File: config.mk
export PLATFORM = sky130hd
export DESIGN_NAME = snake_menu_cmdgen_flat
export DESIGN_NICKNAME = d
export VERILOG_FILES = /design/src/rtl/snake_menu_cmdgen_if.sv /design/src/rtl/snake_menu_cmdgen.sv /design/src/flat_wrapper.sv
export SDC_FILE = /design/constraint.sdc
export NUM_CORES = 1
export LEC_CHECK = 0
export BUFFER_PORTS_ARGS = -buffer_cell sky130_fd_sc_hd__buf_2
export CAP_MARGIN = 20
export CORE_MARGIN = 2
export CORE_UTILIZATION = 31
export CTS_CLUSTER_SIZE = 16
export DETAILED_ROUTE_END_ITERATION = 10
export PLACE_DENSITY = 0.61
export SYNTH_ARGS = -nofsm -noshare
export SYNTH_HDL_FRONTEND = slang
export SYNTH_SLANG_ARGS = --single-unit
File: constraint.sdc
create_clock -name clk -period 3.7 [get_ports clk]
set_input_delay 0.185 -clock clk [delete_from_list [all_inputs] [get_ports clk]]
set_output_delay 0.185 -clock clk [all_outputs]
set_load 0.005 [all_outputs]
File: src/rtl/snake_menu_cmdgen_if.sv
// Draw-command stream plus script ROM port for the snake menu command generator.
// The generator is the master: it drives cmd/cmd_vld and the ROM address.
interface snake_menu_cmdgen_if #(
  parameter int CMD_WIDTH = 32,
  parameter int SCRIPT_AW = 7
);
  logic [CMD_WIDTH-1:0] cmd;
  logic                 cmd_vld;
  logic                 cmd_rdy;
  logic [SCRIPT_AW-1:0] script_addr;
  logic [CMD_WIDTH-1:0] script_data;

  modport master (
    output cmd,
    output cmd_vld,
    input  cmd_rdy,
    output script_addr,
    input  script_data
  );

  modport slave (
    input  cmd,
    input  cmd_vld,
    output cmd_rdy,
    input  script_addr,
    output script_data
  );
endinterface

File: src/rtl/snake_menu_cmdgen.sv
// Menu-screen command generator: replays a static draw script from a
// synchronous ROM, then draws one highlight bar pair per option and redraws
// the bars whenever navigation moves the selection.
module snake_menu_cmdgen #(
  parameter int         CMD_WIDTH    = 32,
  parameter int         NUM_OPTS     = 4,
  parameter int         OPT_ID_WIDTH = 3,
  parameter int         SCRIPT_LEN   = 78,
  parameter int         SCRIPT_AW    = 7,
  parameter logic [9:0] BAR_X0       = 10'd272,
  parameter logic [9:0] BAR_X1       = 10'd368,
  parameter logic [8:0] BAR_Y0       = 9'd362,
  parameter logic [8:0] BAR_DY       = 9'd25,
  parameter logic [7:0] HI_COLOR     = 8'h3c,
  parameter logic [7:0] LO_COLOR     = 8'hff
) (
  input  logic                    clk,
  input  logic                    rst,
  input  logic                    i_enb,
  input  logic                    i_up,
  input  logic                    i_down,
  input  logic                    i_confirm,
  snake_menu_cmdgen_if.master     bus,
  output logic [OPT_ID_WIDTH-1:0] o_opt_id,
  output logic                    o_sel_vld,
  output logic [OPT_ID_WIDTH-1:0] o_sel_id,
  output logic                    o_busy
);

  // Bar counter spans 0..2*NUM_OPTS-1; one extra bit over the option index.
  localparam int KW = OPT_ID_WIDTH + 1;
  localparam logic [KW-1:0]           K_LAST    = KW'(2 * NUM_OPTS - 1);
  localparam logic [SCRIPT_AW-1:0]    ADDR_LAST = SCRIPT_AW'(SCRIPT_LEN - 1);
  localparam logic [OPT_ID_WIDTH-1:0] OPT_LAST  = OPT_ID_WIDTH'(NUM_OPTS - 1);
  localparam logic [OPT_ID_WIDTH-1:0] OPT_ZERO  = {OPT_ID_WIDTH{1'b0}};

  typedef enum logic [2:0] {
    ST_IDLE  = 3'd0,
    ST_FETCH = 3'd1,
    ST_LOAD  = 3'd2,
    ST_SEND  = 3'd3,
    ST_BARS  = 3'd4,
    ST_READY = 3'd5
  } state_t;

  state_t                  r_state,   w_state;
  logic [SCRIPT_AW-1:0]    r_addr,    w_addr;
  logic [CMD_WIDTH-1:0]    r_cmd,     w_cmd;
  logic                    r_cmd_vld, w_cmd_vld;
  logic [OPT_ID_WIDTH-1:0] r_opt,     w_opt;
  logic [OPT_ID_WIDTH-1:0] r_snap,    w_snap;
  logic [KW-1:0]           r_k,       w_k;
  logic                    r_sel_vld, w_sel_vld;
  logic [OPT_ID_WIDTH-1:0] r_sel_id,  w_sel_id;
  logic                    r_busy,    w_busy;

  logic                    w_xfer;
  logic                    w_nav_ok;
  logic [OPT_ID_WIDTH-1:0] w_opt_nav;

  // Bar word k of a pass: even k is the left end, odd k the right end of
  // option k>>1; the snapshot option gets the highlight colour.
  function automatic logic [CMD_WIDTH-1:0] bar_word(
    input logic [KW-1:0]           k,
    input logic [OPT_ID_WIDTH-1:0] snap
  );
    logic [OPT_ID_WIDTH-1:0] idx;
    logic [8:0]              y;
    logic [7:0]              c;
    logic [9:0]              x;
    logic [31:0]             w;
    idx = k[KW-1:1];
    y   = BAR_Y0 + (9'(idx) * BAR_DY);
    c   = (idx == snap) ? HI_COLOR : LO_COLOR;
    x   = k[0] ? BAR_X1 : BAR_X0;
    w   = {4'h9, x, y, c, k[0]};
    return CMD_WIDTH'(w);
  endfunction

  assign w_xfer   = r_cmd_vld & bus.cmd_rdy;
  assign w_nav_ok = ((r_state == ST_BARS) || (r_state == ST_READY)) &&
                    i_enb && (i_up ^ i_down);

  // Selection after this cycle's navigation (wraps at both ends).
  always_comb begin
    w_opt_nav = r_opt;
    if (w_nav_ok) begin
      if (i_up) begin
        w_opt_nav = (r_opt == OPT_ZERO) ? OPT_LAST : (r_opt - OPT_ID_WIDTH'(1));
      end else begin
        w_opt_nav = (r_opt == OPT_LAST) ? OPT_ZERO : (r_opt + OPT_ID_WIDTH'(1));
      end
    end else begin
      w_opt_nav = r_opt;
    end
  end

  // Next-state and next-output logic for the script/bars sequencer.
  always_comb begin
    w_state   = r_state;
    w_addr    = r_addr;
    w_cmd     = r_cmd;
    w_cmd_vld = r_cmd_vld;
    w_opt     = w_opt_nav;
    w_snap    = r_snap;
    w_k       = r_k;
    w_sel_vld = 1'b0;
    w_sel_id  = r_sel_id;
    w_busy    = r_busy;
    case (r_state)
      ST_IDLE: begin
        if (i_enb) begin
          w_state = ST_FETCH;
          w_addr  = {SCRIPT_AW{1'b0}};
          w_busy  = 1'b1;
        end else begin
          w_state = ST_IDLE;
        end
      end
      ST_FETCH: begin
        // ROM address settles here; data is valid in LOAD.
        if (i_enb) begin
          w_state = ST_LOAD;
        end else begin
          w_state = ST_FETCH;
        end
      end
      ST_LOAD: begin
        if (i_enb) begin
          w_cmd     = bus.script_data;
          w_cmd_vld = 1'b1;
          w_state   = ST_SEND;
        end else begin
          w_state = ST_LOAD;
        end
      end
      ST_SEND: begin
        // A pending word always completes, even with enb low.
        if (w_xfer) begin
          w_cmd_vld = 1'b0;
          if (r_addr == ADDR_LAST) begin
            w_state = ST_BARS;
            w_snap  = r_opt;
            w_k     = {KW{1'b0}};
          end else begin
            w_addr  = r_addr + SCRIPT_AW'(1);
            w_state = ST_FETCH;
          end
        end else begin
          w_state = ST_SEND;
        end
      end
      ST_BARS: begin
        if (r_cmd_vld) begin
          if (w_xfer) begin
            if (r_k == K_LAST) begin
              // End of pass: redraw once more if the selection moved meanwhile.
              w_cmd_vld = 1'b0;
              w_k       = {KW{1'b0}};
              if (w_opt_nav != r_snap) begin
                w_snap  = w_opt_nav;
                w_state = ST_BARS;
              end else begin
                w_state = ST_READY;
                w_busy  = 1'b0;
              end
            end else begin
              w_k = r_k + KW'(1);
              if (i_enb) begin
                w_cmd     = bar_word(r_k + KW'(1), r_snap);
                w_cmd_vld = 1'b1;
              end else begin
                w_cmd_vld = 1'b0;
              end
            end
          end else begin
            w_state = ST_BARS;
          end
        end else if (i_enb) begin
          w_cmd     = bar_word(r_k, r_snap);
          w_cmd_vld = 1'b1;
        end else begin
          w_state = ST_BARS;
        end
      end
      ST_READY: begin
        if (w_nav_ok) begin
          w_state = ST_BARS;
          w_snap  = w_opt_nav;
          w_k     = {KW{1'b0}};
          w_busy  = 1'b1;
        end else if (i_enb && i_confirm) begin
          w_sel_vld = 1'b1;
          w_sel_id  = r_opt;
        end else begin
          w_state = ST_READY;
        end
      end
      default: begin
        w_state   = ST_IDLE;
        w_cmd_vld = 1'b0;
        w_busy    = 1'b0;
      end
    endcase
  end

  // State and output registers with synchronous active-high reset.
  always_ff @(posedge clk) begin
    if (rst) begin
      r_state   <= ST_IDLE;
      r_addr    <= {SCRIPT_AW{1'b0}};
      r_cmd     <= {CMD_WIDTH{1'b0}};
      r_cmd_vld <= 1'b0;
      r_opt     <= OPT_ZERO;
      r_snap    <= OPT_ZERO;
      r_k       <= {KW{1'b0}};
      r_sel_vld <= 1'b0;
      r_sel_id  <= OPT_ZERO;
      r_busy    <= 1'b0;
    end else begin
      r_state   <= w_state;
      r_addr    <= w_addr;
      r_cmd     <= w_cmd;
      r_cmd_vld <= w_cmd_vld;
      r_opt     <= w_opt;
      r_snap    <= w_snap;
      r_k       <= w_k;
      r_sel_vld <= w_sel_vld;
      r_sel_id  <= w_sel_id;
      r_busy    <= w_busy;
    end
  end

  assign bus.script_addr = r_addr;
  assign bus.cmd         = r_cmd;
  assign bus.cmd_vld     = r_cmd_vld;
  assign o_opt_id        = r_opt;
  assign o_sel_vld       = r_sel_vld;
  assign o_sel_id        = r_sel_id;
  assign o_busy          = r_busy;

endmodule
File: src/flat_wrapper.sv
// flat-port wrapper written by rule: the top's interface ports become plain ports
module snake_menu_cmdgen_flat 
#(
  parameter int         CMD_WIDTH    = 32,
  parameter int         NUM_OPTS     = 4,
  parameter int         OPT_ID_WIDTH = 3,
  parameter int         SCRIPT_LEN   = 78,
  parameter int         SCRIPT_AW    = 7,
  parameter logic [9:0] BAR_X0       = 10'd272,
  parameter logic [9:0] BAR_X1       = 10'd368,
  parameter logic [8:0] BAR_Y0       = 9'd362,
  parameter logic [8:0] BAR_DY       = 9'd25,
  parameter logic [7:0] HI_COLOR     = 8'h3c,
  parameter logic [7:0] LO_COLOR     = 8'hff
)
  (clk, rst, i_enb, i_up, i_down, i_confirm, o_opt_id, o_sel_vld, o_sel_id, o_busy, bus_cmd, bus_cmd_vld, bus_cmd_rdy, bus_script_addr, bus_script_data);
  snake_menu_cmdgen_if #(.CMD_WIDTH(CMD_WIDTH), .SCRIPT_AW(SCRIPT_AW)) bus_i ();
  input  logic clk;
  input  logic rst;
  input  logic i_enb;
  input  logic i_up;
  input  logic i_down;
  input  logic i_confirm;
  output logic [OPT_ID_WIDTH-1:0] o_opt_id;
  output logic o_sel_vld;
  output logic [OPT_ID_WIDTH-1:0] o_sel_id;
  output logic o_busy;
  output wire logic [$bits(bus_i.cmd)-1:0] bus_cmd;
  output wire logic [$bits(bus_i.cmd_vld)-1:0] bus_cmd_vld;
  input wire logic [$bits(bus_i.cmd_rdy)-1:0] bus_cmd_rdy;
  output wire logic [$bits(bus_i.script_addr)-1:0] bus_script_addr;
  input wire logic [$bits(bus_i.script_data)-1:0] bus_script_data;
  assign bus_cmd = bus_i.cmd;
  assign bus_cmd_vld = bus_i.cmd_vld;
  assign bus_i.cmd_rdy = bus_cmd_rdy;
  assign bus_script_addr = bus_i.script_addr;
  assign bus_i.script_data = bus_script_data;
  snake_menu_cmdgen #(.CMD_WIDTH(CMD_WIDTH), .NUM_OPTS(NUM_OPTS), .OPT_ID_WIDTH(OPT_ID_WIDTH), .SCRIPT_LEN(SCRIPT_LEN), .SCRIPT_AW(SCRIPT_AW), .BAR_X0(BAR_X0), .BAR_X1(BAR_X1), .BAR_Y0(BAR_Y0), .BAR_DY(BAR_DY), .HI_COLOR(HI_COLOR), .LO_COLOR(LO_COLOR)) u_core (.clk(clk), .rst(rst), .i_enb(i_enb), .i_up(i_up), .i_down(i_down), .i_confirm(i_confirm), .bus(bus_i), .o_opt_id(o_opt_id), .o_sel_vld(o_sel_vld), .o_sel_id(o_sel_id), .o_busy(o_busy));
endmodule
# Word level (Yosys, flattened, before mapping)
# Cells that the tools add are included.
[classes]
add_sub_neg = 6
multipliers = 2
n_div = 0
n_lt_le_gt_ge = 0
n_eq_ne = 29
shifts = 0
muxes = 61
n_bitwise = 6
n_reduce_logical = 20
[ops]
columns = ["cell", "count"]
rows = [
  ["32-bit 2-to-1 mux", 6],
  ["32-bit one-hot mux with 2 select lines", 1],
  ["3-bit 2-to-1 mux", 19],
  ["7-bit 2-to-1 mux", 5],
  ["4-bit 2-to-1 mux", 6],
  ["9-bit by 8-bit adder with 9-bit output, first input constant", 2],
  ["3-bit one-hot mux with 6 select lines", 1],
  ["3-bit by 5-bit multiplier with 8-bit output, second input constant", 2],
  ["8-bit 2-to-1 mux", 2],
  ["1-bit 2-to-1 mux", 15],
  ["7-bit one-hot mux with 2 select lines", 1],
  ["2-bit inequality test, second input constant", 6],
  ["4-bit one-hot mux with 3 select lines", 1],
  ["6-bit AND reduction", 2],
  ["2-bit by 1-bit inequality test with 1-bit output, second input constant", 5],
  ["3-bit by 2-bit == test with 1-bit output, second input constant", 3],
  ["3-bit by 2-bit inequality test with 1-bit output, second input constant", 3],
  ["3-bit one-hot mux with 3 select lines", 1],
  ["3-bit AND reduction", 3],
  ["3-bit OR reduction", 3],
  ["4-bit inequality test, second input constant", 2],
  ["1-bit one-hot mux with 4 select lines", 2],
  ["8-bit AND reduction", 1],
  ["7-bit by 1-bit adder with 7-bit output, second input constant", 1],
  ["21 further kinds", 31],
]
[totals]
register_bits = 58
latchBits = 0
ram_bits = 0
mem_bits_ro = 0
inputBits = 39
output_inout_bits = 48
word_cells = 134
memories = 0

# Longest topological paths before layout
# Gate-level depths: netlist (run 1).
[logic_depth]
depth_word = 11
ltp_mapped = 12
ltp_nobuf = 12

# Worst setup path before layout (run 1)
# No wires, ideal clock.
[synth_timing]
kind = "reg-to-reg"
startpoint = "register u_core.r_k[1]"
endpoint = "register u_core.r_cmd[16] (netlist: u_core.bus.cmd[16])"
setup_ns = 0.129
arrival_time_ns = 2.455
required_ns = 3.571
slack_ns = 1.116
stages_incl_launch_ff = 11
n_path_buf = 0
period_less_slack_ns = 2.584
path_cell_list = "dfxtp_1 > ha_1 > nand2_1 > xnor2_1 > inv_1 > fa_1 > inv_1 > o31a_1 > xor2_1 > a21oi_1 > o22ai_1"
[synth_via]
elab_chain_cells = 8
word_cells_on_any_way = 15
cone_classes = "3 x add/sub; 2 x mul; 3 x eq/ne; 6 x mux; 1 x reduce/logical"
[synth_lines]
columns = ["element", "line", "source"]
rows = [
  ["start: declaration", "snake_menu_cmdgen.sv:52", "logic [KW-1:0] r_k, w_k;"],
  ["start signal: assignment", "snake_menu_cmdgen.sv:216", "r_k <= {KW{1'b0}};"],
  ["start signal: assignment", "snake_menu_cmdgen.sv:227", "r_k <= w_k;"],
  ["4-bit by 1-bit adder with 4-bit output", "snake_menu_cmdgen.sv:170", "w_cmd = bar_word(r_k + KW'(1), r_snap);"],
  ["3-bit by 5-bit multiplier with 8-bit output", "snake_menu_cmdgen.sv:73", "y = BAR_Y0 + (9'(idx) * BAR_DY);"],
  ["9-bit by 8-bit adder with 9-bit output", "snake_menu_cmdgen.sv:73", ""],
  ["32-bit 2-to-1 mux", "snake_menu_cmdgen.sv:169", "if (i_enb) begin"],
  ["32-bit 2-to-1 mux", "snake_menu_cmdgen.sv:156", "if (r_k == K_LAST) begin"],
  ["32-bit 2-to-1 mux", "snake_menu_cmdgen.sv:155", "if (w_xfer) begin"],
  ["32-bit 2-to-1 mux", "snake_menu_cmdgen.sv:154", "if (r_cmd_vld) begin"],
  ["32-bit one-hot mux with 2 select lines", "snake_menu_cmdgen.sv:110", "case (r_state)"],
  ["end signal: assignment", "snake_menu_cmdgen.sv:212", "r_cmd <= {CMD_WIDTH{1'b0}};"],
  ["end signal: assignment", "snake_menu_cmdgen.sv:223", "r_cmd <= w_cmd;"],
  ["end: declaration", "snake_menu_cmdgen.sv:48", "logic [CMD_WIDTH-1:0] r_cmd, w_cmd;"],
]
# Parallel ways exist; a longest one is shown, timed or not. The select of a mux whose other input is x is not followed.
# A chain may end at the register's enable or synchronous reset.

# Worst setup path after layout (run 1)
[layout_timing]
startpoint = "register u_core.r_k[1]"
endpoint = "register u_core.r_cmd[14] (netlist: u_core.bus.cmd[14])"
# Same word-level chain as after synthesis.

==> impl_results.md, run 1 <==
* Clock Sinks at slightly below 60
* Register area at 0.00116 mm²
* Worst min path class: input port to flip-flop
* CP most frequent cell: a21oi_1
* Fin crit period at 2.88 ns
* CTS buffer count at 9
* Crit. End Element: flip-flop
* Share of the synthesized area in the top cell type at 33.1%
* Post_cts resized at 0
* Post-synthesis register bit count at 58
* Design Area, Final at 0.00436 mm²
* First-pass GRT wire length at 15.3 mm
* Worst-Margin Slew at 0.856 ns
* CTS tree: yes
* Ratio of cells with drive above 1 in the final layout at about 23%
* Slew Viols, Final at 0
* Crit path kind: flip-flop to flip-flop
* Fin. Hold Viols at 0
* Post-Syn Area at 0.00351 mm²
* Footprint of the multi-input gates at about 0.0021 mm²
* Syn Inst Count at around 440
* Cell Area, Placed at around 0.0040 mm²
* Worst skew pair latency at 0.33 ns
* Initial Utilization at about a third
* Final worst slack at 0.825 ns
* Slew HR at 42.8%
* Synth unique cells at 58
* Worst Path Buf+Inv at 1
* Placement Setup Slack at 0.837 ns
* Placed Cells incl. Taps at between 600 and 700
* Syn_nets at roughly 500
* Stages on worst setup path at 9
* Num ports at 87
* FF-to-FF setup slack at approximately 0.82 ns
* Placeable Area at 0.0109 mm²
* Worst setup SP type: flip-flop
* Mean Syn Cell Area at 8.02 µm²
* Sequential cell area fraction in the yosys report at between 30% and 40%
* ANT nets after route at 0
* Global placement routability congestion at 0.836
* Cell family with most CP delay: adder cells
* Max cap viols at 0
* Req. time, crit path at 3.96 ns
* Clock Tree Root: clkbuf_16
* Setup TNS at 0 ns
* GR Overflow Total at 0
* Synth top area cells: dfxtp_1 33%, ha_1 8.2%, nor2_1 5.7%
* RSZ-0062 raised after global routing: no
* Hold depth at 3
* Synth area leader: dfxtp_1
* Final nets at 577
* EDFF count, synth at 0
* Ys flop type: dfxtp_1
* Ys async rst share at 0%
* Initial antenna violation count at 0
* Setup violations, final at 0
* Synth-to-Final Area Change at 24.4%
* Ant diodes at 0
* FF-to-FF path depth at 9
* DR iter-0 viols at between 150 and 200
* Syn. warnings at 0
* Highest achievable clock rate at 348 MHz
* Slowest stage cell, crit path: dfxtp_1
* Via/cell ratio at between 5 and 6
* Gr usage total at between 10% and 20%
* Non-Filler Instances at 657
* # fillers at 1138
* Setup Buffers After CTS at 0
* Part of the cycle the worst path needs at 77.7%
* Row count at 38
* Maximum clock insertion buffer count at 2
* DRC at 0
* Clock Pin Slew Worst Setup and Hold Paths at 0.06 ns
* Crit path max fanout at 8
* Die area at 0.0122 mm²
* Number of global-route vias before repair at 3220
* Total number of vias at 3336
* Crit-path max cell delay at just under 0.5 ns
* Die H at 110 µm
* Die Wd at 110 µm
* Pre-antenna DRT Iters at 4
* Run status: complete, no violations
* DR WL/cell at 14.2 µm
* Max VDD drop at 209 µV
* # hold bufs at CTS at 0
* Worst Clk Skew at 0.00711 ns
* Routed WL at 9.34 mm
* H-tree lvl count at 3
* IO buf count at 86
* Final HPWL DP at 6.83 mm
* Largest net degree at the start of global routing at 38
* CP arrival at 3.14 ns
* CP cell instances: ha_1, xor2_2, inv_1, nor2_1, fa_1, xnor2_1, a21oi_1, a211o_1, a21oi_1
* Lkg Pwr at 1.81 nW
* Pwr per Cell Area at 377 mW/mm²
[kinds of logic (layout without fill, tap and decap cells)]
logic type	after synthesis	in the layout	share of synthesized area [%]
and+or+nand+nor	175	175	24.3
DFF	58	58	33.1
AOI/OAI and AO/OA	93	93	17.5
buffers and inverters	49	129	5.75
adders and majority gates	25	25	9.35
xor gates and xnor gates	29	29	7.67
muxes	8	8	2.28
[worst register-to-register path, cell delays in order, from the launching register on]
cell and delay [ns]:
dfxtp_1 0.49, ha_1 0.42, xor2_2 0.42, inv_1 0.12, nor2_1 0.18, fa_1 0.47
xnor2_1 0.17, a21oi_1 0.08, a211o_1 0.33, a21oi_1 0.13
[cell usage after synthesis (2+ instances only)]
library cell and instances:
o22ai_1 2, inv_1 21, xor2_1 12, and3b_1 2, nand2_1 45, nand4_1 2
a211oi_1 8, a311oi_1 3, a21oi_1 32, nor4b_1 4, nor3_1 23, or4_1 3
nand3_1 13, xnor2_1 15, nand3b_1 5, o31a_1 2, a31oi_1 5, fa_1 2
mux2i_1 8, buf_2 11, ha_1 23, nand2b_1 3, nor4_1 2, o211ai_1 8
buf_1 2, or2_1 2, a22oi_1 5, xor2_2 2, dfxtp_1 58, o21ai_0 12
o2111ai_1 2, and2_1 3, nor2b_1 6, a41oi_1 2, clkbuf_1 14, nor2_1 53
[final timing paths]
| kind | start | endpoint |
|---|---|---|
| setup reg to reg | u_core.r_k[1]$_SDFFE_PP0P_ | u_core.bus.cmd[14]$_SDFFE_PP0P_ |
| hold reg to reg | u_core.bus.cmd[25]$_SDFFE_PP0P_ | u_core.bus.cmd[25]$_SDFFE_PP0P_ |
| setup / recovery | u_core.r_k[1]$_SDFFE_PP0P_ | u_core.bus.cmd[14]$_SDFFE_PP0P_ |
| hold / removal | bus_script_data[2] | u_core.bus.cmd[2]$_SDFFE_PP0P_ |
[power breakdown]
group	internal [W]	switching (W)
logic	0.0000520	0.0000626
clock network	0.000581	0.000294
registers	0.000640	0.0000151
total	0.00127	0.000372
[through the flow]
stage / power (W) / hold slack, ns / utilization [%]
global placement: 0.000779 / 0.438 / 36.9
finish: 0.00164 / 0.101 / 39.9
global route: 0.00170 / 0.114 / 39.9
floorplan: 0.000732 / 0.330 / -
detailed placement: 0.000781 / 0.445 / 36.9
CTS: 0.00167 / 0.0926 / 39.7
[flip-flops by register name, summed over array words and instances (netlist names)]
| name | count |
|---|---|
| u_core.bus.cmd | 32 |
| u_core.bus.script_addr | 7 |
| u_core.r_k | 4 |
| u_core.o_opt_id | 3 |
| u_core.o_sel_id | 3 |
| u_core.r_snap | 3 |
| u_core.r_state | 3 |
| u_core.bus.cmd_vld | 1 |
| u_core.o_busy | 1 |
| u_core.o_sel_vld | 1 |
[layout make-up]
type	instances	area share, %
clock buffers	9	5.16
clock inverters	6	1.89
inverters	21	1.81
multi-input cells	330	49.2
flip-flops and latches	58	26.6
well taps	140	4.02
repair buffers	93	11.2
[layout by cell type, fill, tap and decap left out, drive strengths merged, types with 3 or more instances in the layout]
| master | instances |
|---|---|
| a211oi | 8 |
| a21oi | 33 |
| a22oi | 5 |
| a311oi | 3 |
| a31oi | 6 |
| and2 | 3 |
| buf | 93 |
| clkbuf | 9 |
| clkinv | 3 |
| dfxtp | 58 |
| ha | 23 |
| inv | 21 |
| mux2i | 8 |
| nand2 | 45 |
| nand2b | 3 |
| nand3 | 13 |
| nand3b | 5 |
| nor2 | 54 |
| nor2b | 6 |
| nor3 | 23 |
| nor4b | 5 |
| o211ai | 8 |
| o21ai | 13 |
| or2 | 3 |
| or4 | 3 |
| xnor2 | 15 |
| xor2 | 14 |
[layer usage]
metal | track usage (%) | vias to the layer above | share of wire (%)
met3 | 3.64 | 8 | 4.4
met2 | 26.5 | 65 | 49
met4 | 5.54 | 0 | 1.3
met5 | 0 | - | 0
li1 | - | 1671 | -
met1 | 20.1 | 1592 | 45
No activity file was read; power rests on OpenSTA's default activity.
==> run 2, diff against run 1 <==
Settings changed: ABC_AREA set to 1.
Clock period 3.7 ns to 3 ns, I/O delays scaled along.
==> run 2 against run 1 <==
  * Maximum frequency rose by 11%
  * Critical endpoint is now u_core.bus.cmd[16]$_SDFFE_PP0P_
  * Clock power rose by 19%
  * Die area rose by 0.52%
  * Largest cell class unchanged
  * Routed wire length rose by 4.1%
  * Highest routed layer unchanged
==> impl_results.md, run 2 <==
* Part of the cycle the worst path needs at 86.7% (+9.0 points)
* Initial antenna violation count at 0 (unchanged)
* Synth-to-Final Area Change at 23.6%
* Synth area leader: dfxtp_1
* Setup Buffers After CTS at 0 (unchanged)
* Slew HR at 57.4% (+15 points)
* Crit path from: u_core.r_k[1]$_SDFFE_PP0P_
* Worst Clk Skew at 0.0108 ns (+0.00367 ns)
* Syn Inst Count at 502 (+15%)
* GR Overflow Total at 0 (unchanged)
* Met2 Use GR at 26.1% (-0.41 points)
* CP cell instances: ha_1, nand2_1, xor2_1, inv_1, fa_1, inv_1, nor2_1, nand2_1, nand3_1, nand2_1, o21ai_0, nand2_1, a21oi_1
* Combinational power share at 9.3% (+2.3 points)
* Setup TNS at 0 ns (unchanged)
* Sw Pwr at 0.000505 W (+36%)
* Util after Layout at 39.7% (-0.20 points)
* Num ports at 87 (unchanged)
* Placeable Area at 0.0110 mm² (+0.43%)
* Cell family with most CP delay: adder cells
* CP most frequent cell: nand2_1
* Worst-Margin Slew at 0.632 ns (-0.224 ns)
* Fin crit period at 2.60 ns (-0.273 ns)
* Number of global-route vias before repair at 3418 (+6.1%)
* Number of flip-flops in the largest register at 32 (unchanged)
* Mean Syn Cell Area at 7.02 µm² (-12%)
* CP arrival at 2.86 ns (-0.28 ns)
* Max cap viols at 0 (unchanged)
* Post-synthesis register bit count at 58 (unchanged)
* Setup violations, final at 0 (unchanged)
* Met3 usage at 3.79% (+0.14 points)
* Sequential cell area fraction in the yosys report at 32.9% (-0.18 points)
* CTS buffer count at 9 (unchanged)
* Die H at 111 µm (+0.26%)
* Ratio of cells with drive above 1 in the final layout at 24.3% (+1.3 points)
* Ys flop type: dfxtp_1
* Gr usage total at 16.3% (+0.41 points)
* Final nets at 647 (+12%)
* Maximum clock insertion buffer count at 2 (unchanged)
* Initial Utilization at 32.1% (+0.032 points)
* IO buf count at 86 (unchanged)
* Clk pwr share at 50.4% (-2.8 points)
* Slew Viols, Final at 0 (unchanged)
* Fin. Hold Viols at 0 (unchanged)
* Die Wd at 111 µm (+0.26%)
* Syn_nets at 566 (+13%)
* Routed WL at 9.72 mm (+4.1%)
* Share of power burned in registers at 40.2% (+0.4 points)
* Clock Tree Root: clkbuf_16
* Count leader, synth: nand2_1
* First-pass GRT wire length at 16.6 mm (+8.5%)
* Via/cell ratio at 4.83 (-4.9%)
* R2R Path Start: u_core.r_k[1]$_SDFFE_PP0P_
* Row count at 38 (unchanged)
* Internal power at 0.00155 W (+22%)
* H-tree lvl count at 3 (unchanged)
* Highest achievable clock rate at 384 MHz (+11%)
* Min-delay src: bus_script_data[5]
* Total number of vias at 3514 (+5.3%)
* Ys async rst share at 0% (unchanged)
* Clock Sinks at 58 (unchanged)
* Gr busiest metal: met2
* Final HPWL DP at 7.26 mm (+6.3%)
* Worst setup SP type: flip-flop
* Pre-antenna DRT Iters at 4 (unchanged)
* GR Util met1 at 21.7% (+1.6 points)
* Die area at 0.0122 mm² (+0.52%)
* Worst Path Buf+Inv at 2 (+1)
* DR WL/cell at 13.4 µm (-6.1%)
* Post-Syn Area at 0.00352 mm² (+0.54%)
* CTS tree: yes
* Crit-path max cell delay at 0.55 ns (+0.06 ns)
* Synth top area cells: dfxtp_1 33%, nand2_1 12%, ha_1 8.2%
* Commonest non-fill, non-tap cells in the layout: 108 x nand2_1, 86 x buf_2, 57 x dfxtp_1
* Footprint of the multi-input gates at 0.00202 mm² (-5.7%)
* Ant diodes at 0 (unchanged)
* Syn. warnings at 0 (unchanged)
* Share of the synthesized area in the top cell type at 32.9% (-0.18 points)
* Pwr per Cell Area at 471 mW/mm² (+25%)
* Synth unique cells at 41 (-29%)
* Global placement routability congestion at 0.904 (+8.1%)
* Lkg Pwr at 2.08 nW (+15%)
* Crit. End Element: flip-flop
* # fillers at 1148 (+0.88%)
* Top post-synthesis cells by count: 108 x nand2_1, 58 x dfxtp_1, 50 x inv_1
* Worst skew pair latency at 0.33 ns (about the same)
* ANT nets after route at 0 (unchanged)
* Register area at 0.00116 mm² (+0.11%)
* Switching share of power at 24.6% (+2.0 points)
* Req. time, crit path at 3.26 ns (-0.70 ns)
* Clock Pin Slew Worst Setup and Hold Paths at 0.06 ns (about the same)
* Max VDD drop at 245 µV (+17%)
* Run status: complete, no violations
* Largest net degree at the start of global routing at 42 (+11%)
* EDFF count, synth at 0 (unchanged)
* Worst min path class: input port to flip-flop
* Crit path kind: flip-flop to flip-flop
* Leading cell type in the layout, fill and taps excluded: nand2_1
* RSZ-0062 raised after global routing: no
* Slowest stage cell, crit path: fa_1
* DR iter-0 viols at 201 (+13%)
* Crit path max fanout at 6 (-2)
* DRC at 0 (unchanged)
## run 2: changes by cell type after synthesis, moves of 7 or more
cell      before  now
nand2_1       45  108
mux2i_1        8    0
nand3_1       13   35
xor2_1        12    5
clkbuf_1      14    4
nor2_1        53   41
inv_1         21   50
xnor2_1       15    5
o21ai_0       12   28
nor3_1        23   11
a21oi_1       32   39
inv_2          0   12
o21ai_1        1   10
## run 2: metrics by stage
step | hold slack (ns) | instances | setup slack, ns | total power [W] | instance area, µm²
after floorplan | 0.292 | 502 | 0.634 | 0.000953 | 3520
after global placement | 0.382 | 712 | 0.420 | 0.00103 | 4050
after detailed placement | 0.389 | 712 | 0.342 | 0.00103 | 4050
after CTS | 0.0432 | 728 | 0.329 | 0.00208 | 4360
after global routing | 0.0486 | 728 | 0.0204 | 0.00215 | 4360
final | 0.0474 | 728 | 0.398 | 0.00205 | 4360
## run 2: kinds of logic after synthesis
family                     synth area share [%]
and+or+nand+nor                            28.6
AOI/OAI and AO/OA                          17.1
buffers and inverters                      9.62
DFF                                        32.9
adders and majority gates                  9.30
xor gates and xnor gates                   2.48
## run 2: worst paths after layout
kind	to	slack (ns)	cells after the start
worst min register to register	u_core.bus.cmd[14]$_SDFFE_PP0P_	0.47	2
worst max register to register	u_core.bus.cmd[16]$_SDFFE_PP0P_	0.40	13
worst max-delay path	u_core.bus.cmd[16]$_SDFFE_PP0P_	0.40	13
worst min-delay path	u_core.bus.cmd[5]$_SDFFE_PP0P_	0.05	3
## run 2: worst min-delay path, delay by kind of cell
family        cells  cell delay (ns)
buf+inv           1             0.07
simple gates      2             0.12
## run 2: power by group through the flow
| stage | logic, W | clock network [W] | registers [W] |
|---|---|---|---|
| global route | 0.000217 | 0.00110 | 0.000830 |
| detailed placement | 0.000193 | 0 | 0.000841 |
| finish | 0.000192 | 0.00104 | 0.000826 |
| CTS | 0.000193 | 0.00106 | 0.000825 |
| floorplan | 0.000113 | 0 | 0.000839 |
| global placement | 0.000188 | 0 | 0.000842 |
## run 2: area by class of cell
class / instances / area share, %
clock buffers: 10 / 5.48
repair buffers: 89 / 10.4
inverters: 63 / 5.46
flip-flops and latches: 58 / 26.7
multi-input cells: 362 / 46.5
well taps: 140 / 4.02
clock inverters: 6 / 1.52
## run 2: layer usage
layer,wire length (µm),up-vias
li1,-,1810
met3,427,10
met2,4520,79
met1,4670,1615
met5,0,-
met4,104,0
## run 2: repair_timing
action	4_1_cts	5_1_grt
resized for setup	0	1
hold buffers	0	0
setup endpoints to repair	0	2
==> run 3, diff against run 2 <==
Settings changed: SETUP_SLACK_MARGIN set to 0.5.
==> run 3 against run 2 <==
  * Count of clock-buffer cells in the layout stayed put
  * Via count increased by 1.0%
  * Clock power hardly changed
  * First-iteration DRC count up 6.5%
  * Flip-flop and latch count unchanged
  * Critical path depth unchanged
  * Routed wire length increased by 1.1%
  * Sequential power is essentially flat
  * Sequential share of layout area down 0.19 points
  * Core utilization increased by 0.55 points
  * Critical endpoint unchanged
  * Largest cell class unchanged
  * Largest power group unchanged
==> impl_results.md, run 3 (same netlist as run 2, synthesis figures left out) <==
* Slew Viols, Final at 0 (unchanged)
* Run status: complete, no violations
* Commonest non-fill, non-tap cells in the layout: 107 x nand2_1, 86 x buf_2, 55 x dfxtp_1
* Initial Utilization at 32.1% (unchanged)
* Die H at 111 µm (unchanged)
* Worst skew pair latency at 0.33 ns (about the same)
* Combinational power share at 9.3% (about the same)
* Hold endpoint: u_core.bus.cmd[5]$_SDFFE_PP0P_
* Clk pwr share at 50.5% (about the same)
* Internal power at 0.00155 W (-0.10%)
* Cell Area, Placed at 0.00405 mm² (unchanged)
* CTS buffer count at 9 (unchanged)
* DR iter-0 viols at 214 (+6.5%)
* DRC at 0 (unchanged)
* Part of the cycle the worst path needs at 77.0% (-9.8 points)
* Non-Filler Instances at 731 (+0.41%)
* Clock Sinks at 58 (unchanged)
* Req. time, crit path at 3.26 ns (about the same)
* Routed WL at 9.83 mm (+1.1%)
* Register area at 0.00117 mm² (+0.65%)
* Total number of vias at 3549 (+1.0%)
* Pwr per Cell Area at 464 mW/mm² (-1.4%)
* Row count at 38 (unchanged)
* Worst min path class: input port to flip-flop
* FF-to-FF setup slack at 0.69 ns (+0.29 ns)
* # fillers at 1142 (-0.52%)
* Leading cell type in the layout, fill and taps excluded: nand2_1
* Final worst slack at 0.691 ns (+0.293 ns)
* Min-delay src: bus_script_data[5]
* Gr usage total at 16.3% (+0.025 points)
* ANT nets after route at 0 (unchanged)
* Ant diodes at 0 (unchanged)
* Num ports at 87 (unchanged)
* Worst-Margin Slew at 0.599 ns (-0.0333 ns)
* RSZ-0062 raised after global routing: yes
* GR Overflow Total at 0 (unchanged)
* CTS tree: yes
* Die area at 0.0122 mm² (unchanged)
* Final nets at 650 (+0.46%)
* Crit. End Element: flip-flop
* Worst r2r dst: u_core.bus.cmd[16]$_SDFFE_PP0P_
* Initial antenna violation count at 0 (unchanged)
* Fin crit period at 2.31 ns (-0.293 ns)
* Footprint of the multi-input gates at 0.00205 mm² (+1.2%)
* Lkg Pwr at 2.09 nW (+0.72%)
* Slew HR at 59.7% (+2.2 points)
* Final HPWL DP at 7.26 mm (unchanged)
* Via/cell ratio at 4.85 (+0.58%)
* Setup violations, final at 0 (unchanged)
* Fin Hold WS at 0.0466 ns (-0.000814 ns)
* Clock Tree Root: clkbuf_16
* Synth-to-Final Area Change at 25.3%
* R2R Path Start: u_core.r_k[1]$_SDFFE_PP0P_
* First-pass GRT wire length at 16.6 mm (+0.16%)
* Worst Clk Skew at 0.0109 ns (+0.000114 ns)
* Share of power burned in registers at 40.1% (about the same)
* Worst setup SP type: flip-flop
* Clock Pin Slew Worst Setup and Hold Paths at 0.06 ns (about the same)
* Die Wd at 111 µm (unchanged)
* Global placement routability congestion at 0.904 (unchanged)
* Fin. Hold Viols at 0 (unchanged)
* Placement Setup Slack at 0.342 ns (unchanged)
* Max cap viols at 0 (unchanged)
* Number of global-route vias before repair at 3424 (+0.18%)
* DR WL/cell at 13.4 µm (+0.68%)
* Setup TNS at 0 ns (unchanged)
* Sw Pwr at 0.000505 W (+0.11%)
* CP arrival at 2.57 ns (-0.29 ns)
* Crit path kind: flip-flop to flip-flop
* Design Area, Final at 0.00442 mm² (+1.4%)
* Switching share of power at 24.6% (+0.039 points)
* # hold bufs at CTS at 0 (unchanged)
* Max VDD drop at 245 µV (about the same)
* Highest achievable clock rate at 433 MHz (+13%)
* Number of flip-flops in the largest register at 32 (unchanged)
* Ratio of cells with drive above 1 in the final layout at 25.9% (+1.6 points)
* Placeable Area at 0.0110 mm² (unchanged)
* Maximum clock insertion buffer count at 2 (unchanged)
* Pre-antenna DRT Iters at 4 (unchanged)
* FF-to-FF path depth at 13 (unchanged)
* Crit path max fanout at 6 (unchanged)
* Placed Cells incl. Taps at 712 (unchanged)
* IO buf count at 86 (unchanged)
* H-tree lvl count at 3 (unchanged)
* Largest net degree at the start of global routing at 42 (unchanged)
* Hold depth at 3 (unchanged)
run 3: cell count changes in the layout (fill, tap and decap cells not counted), sizes merged:
cell and delta:
buf +3
run 3: how the worst max path moves through the flow:
stage | from | endpoint | slack, ns | depth (start not counted)
after CTS | u_core.r_k[2]$_SDFFE_PP0P_ | u_core.bus.cmd[16]$_SDFFE_PP0P_ | 0.54 | 14
after detailed placement | u_core.r_k[2]$_SDFFE_PP0P_ | u_core.bus.cmd[17]$_SDFFE_PP0P_ | 0.34 | 14
after global placement | u_core.r_k[2]$_SDFFE_PP0P_ | u_core.bus.cmd[16]$_SDFFE_PP0P_ | 0.42 | 14
final | u_core.r_k[1]$_SDFFE_PP0P_ | u_core.bus.cmd[16]$_SDFFE_PP0P_ | 0.69 | 13
after floorplan | u_core.r_k[2]$_SDFFE_PP0P_ | u_core.bus.cmd[16]$_SDFFE_PP0P_ | 0.63 | 13
after global routing | u_core.r_k[1]$_SDFFE_PP0P_ | u_core.bus.cmd[16]$_SDFFE_PP0P_ | 0.49 | 17
run 3: per-layer routing:
metal  vias to the layer above  global-route usage, %  wire length [µm]
met5                         -                      0                 0
li1                       1814                      -                 -
met1                      1647                   21.7              4690
met4                         0                   5.25                95
met2                        79                   26.1              4610
met3                         9                   3.79               432
run 3: final cells by class:
cell class	count	area share [%]
Inverter	63	5.49
Clock inverter	6	1.50
Multi-Input combinational cell	362	46.4
Sequential cell	58	26.5
Timing Repair Buffer	92	10.8
Clock buffer	10	5.41
Tap cell	140	3.96
run 3: power by group through the flow:
stage	sequential, W	clock (W)	combinational [W]
finish	0.000824	0.00104	0.000191
global route	0.000828	0.00110	0.000217
CTS	0.000825	0.00106	0.000193
detailed placement	0.000841	0	0.000193
global placement	0.000842	0	0.000188
floorplan	0.000839	0	0.000113
run 3: timing repair:
action	CTS	global route
gates resized for setup	3	12
hold endpoints to repair	0	0
setup endpoints to repair	4	5
setup buffers	0	3
run 3: critical path: stages (launching register included):
cell and delay (ns):
dfxtp_4 0.37, ha_2 0.39, inv_1 0.09, nor2_1 0.20, fa_1 0.47, inv_1 0.10
nor2_1 0.05, nand2_2 0.08, nand2_1 0.05, nand2_1 0.08, nand2_1 0.06, o21ai_1 0.11
nand2_1 0.06, a21oi_1 0.12
run 3: through the flow:
stage	power [W]	utilization (%)
finish	0.00205	40.2
global route	0.00215	40.2
CTS	0.00208	39.8
detailed placement	0.00103	36.9
global placement	0.00103	36.9
floorplan	0.000953	-
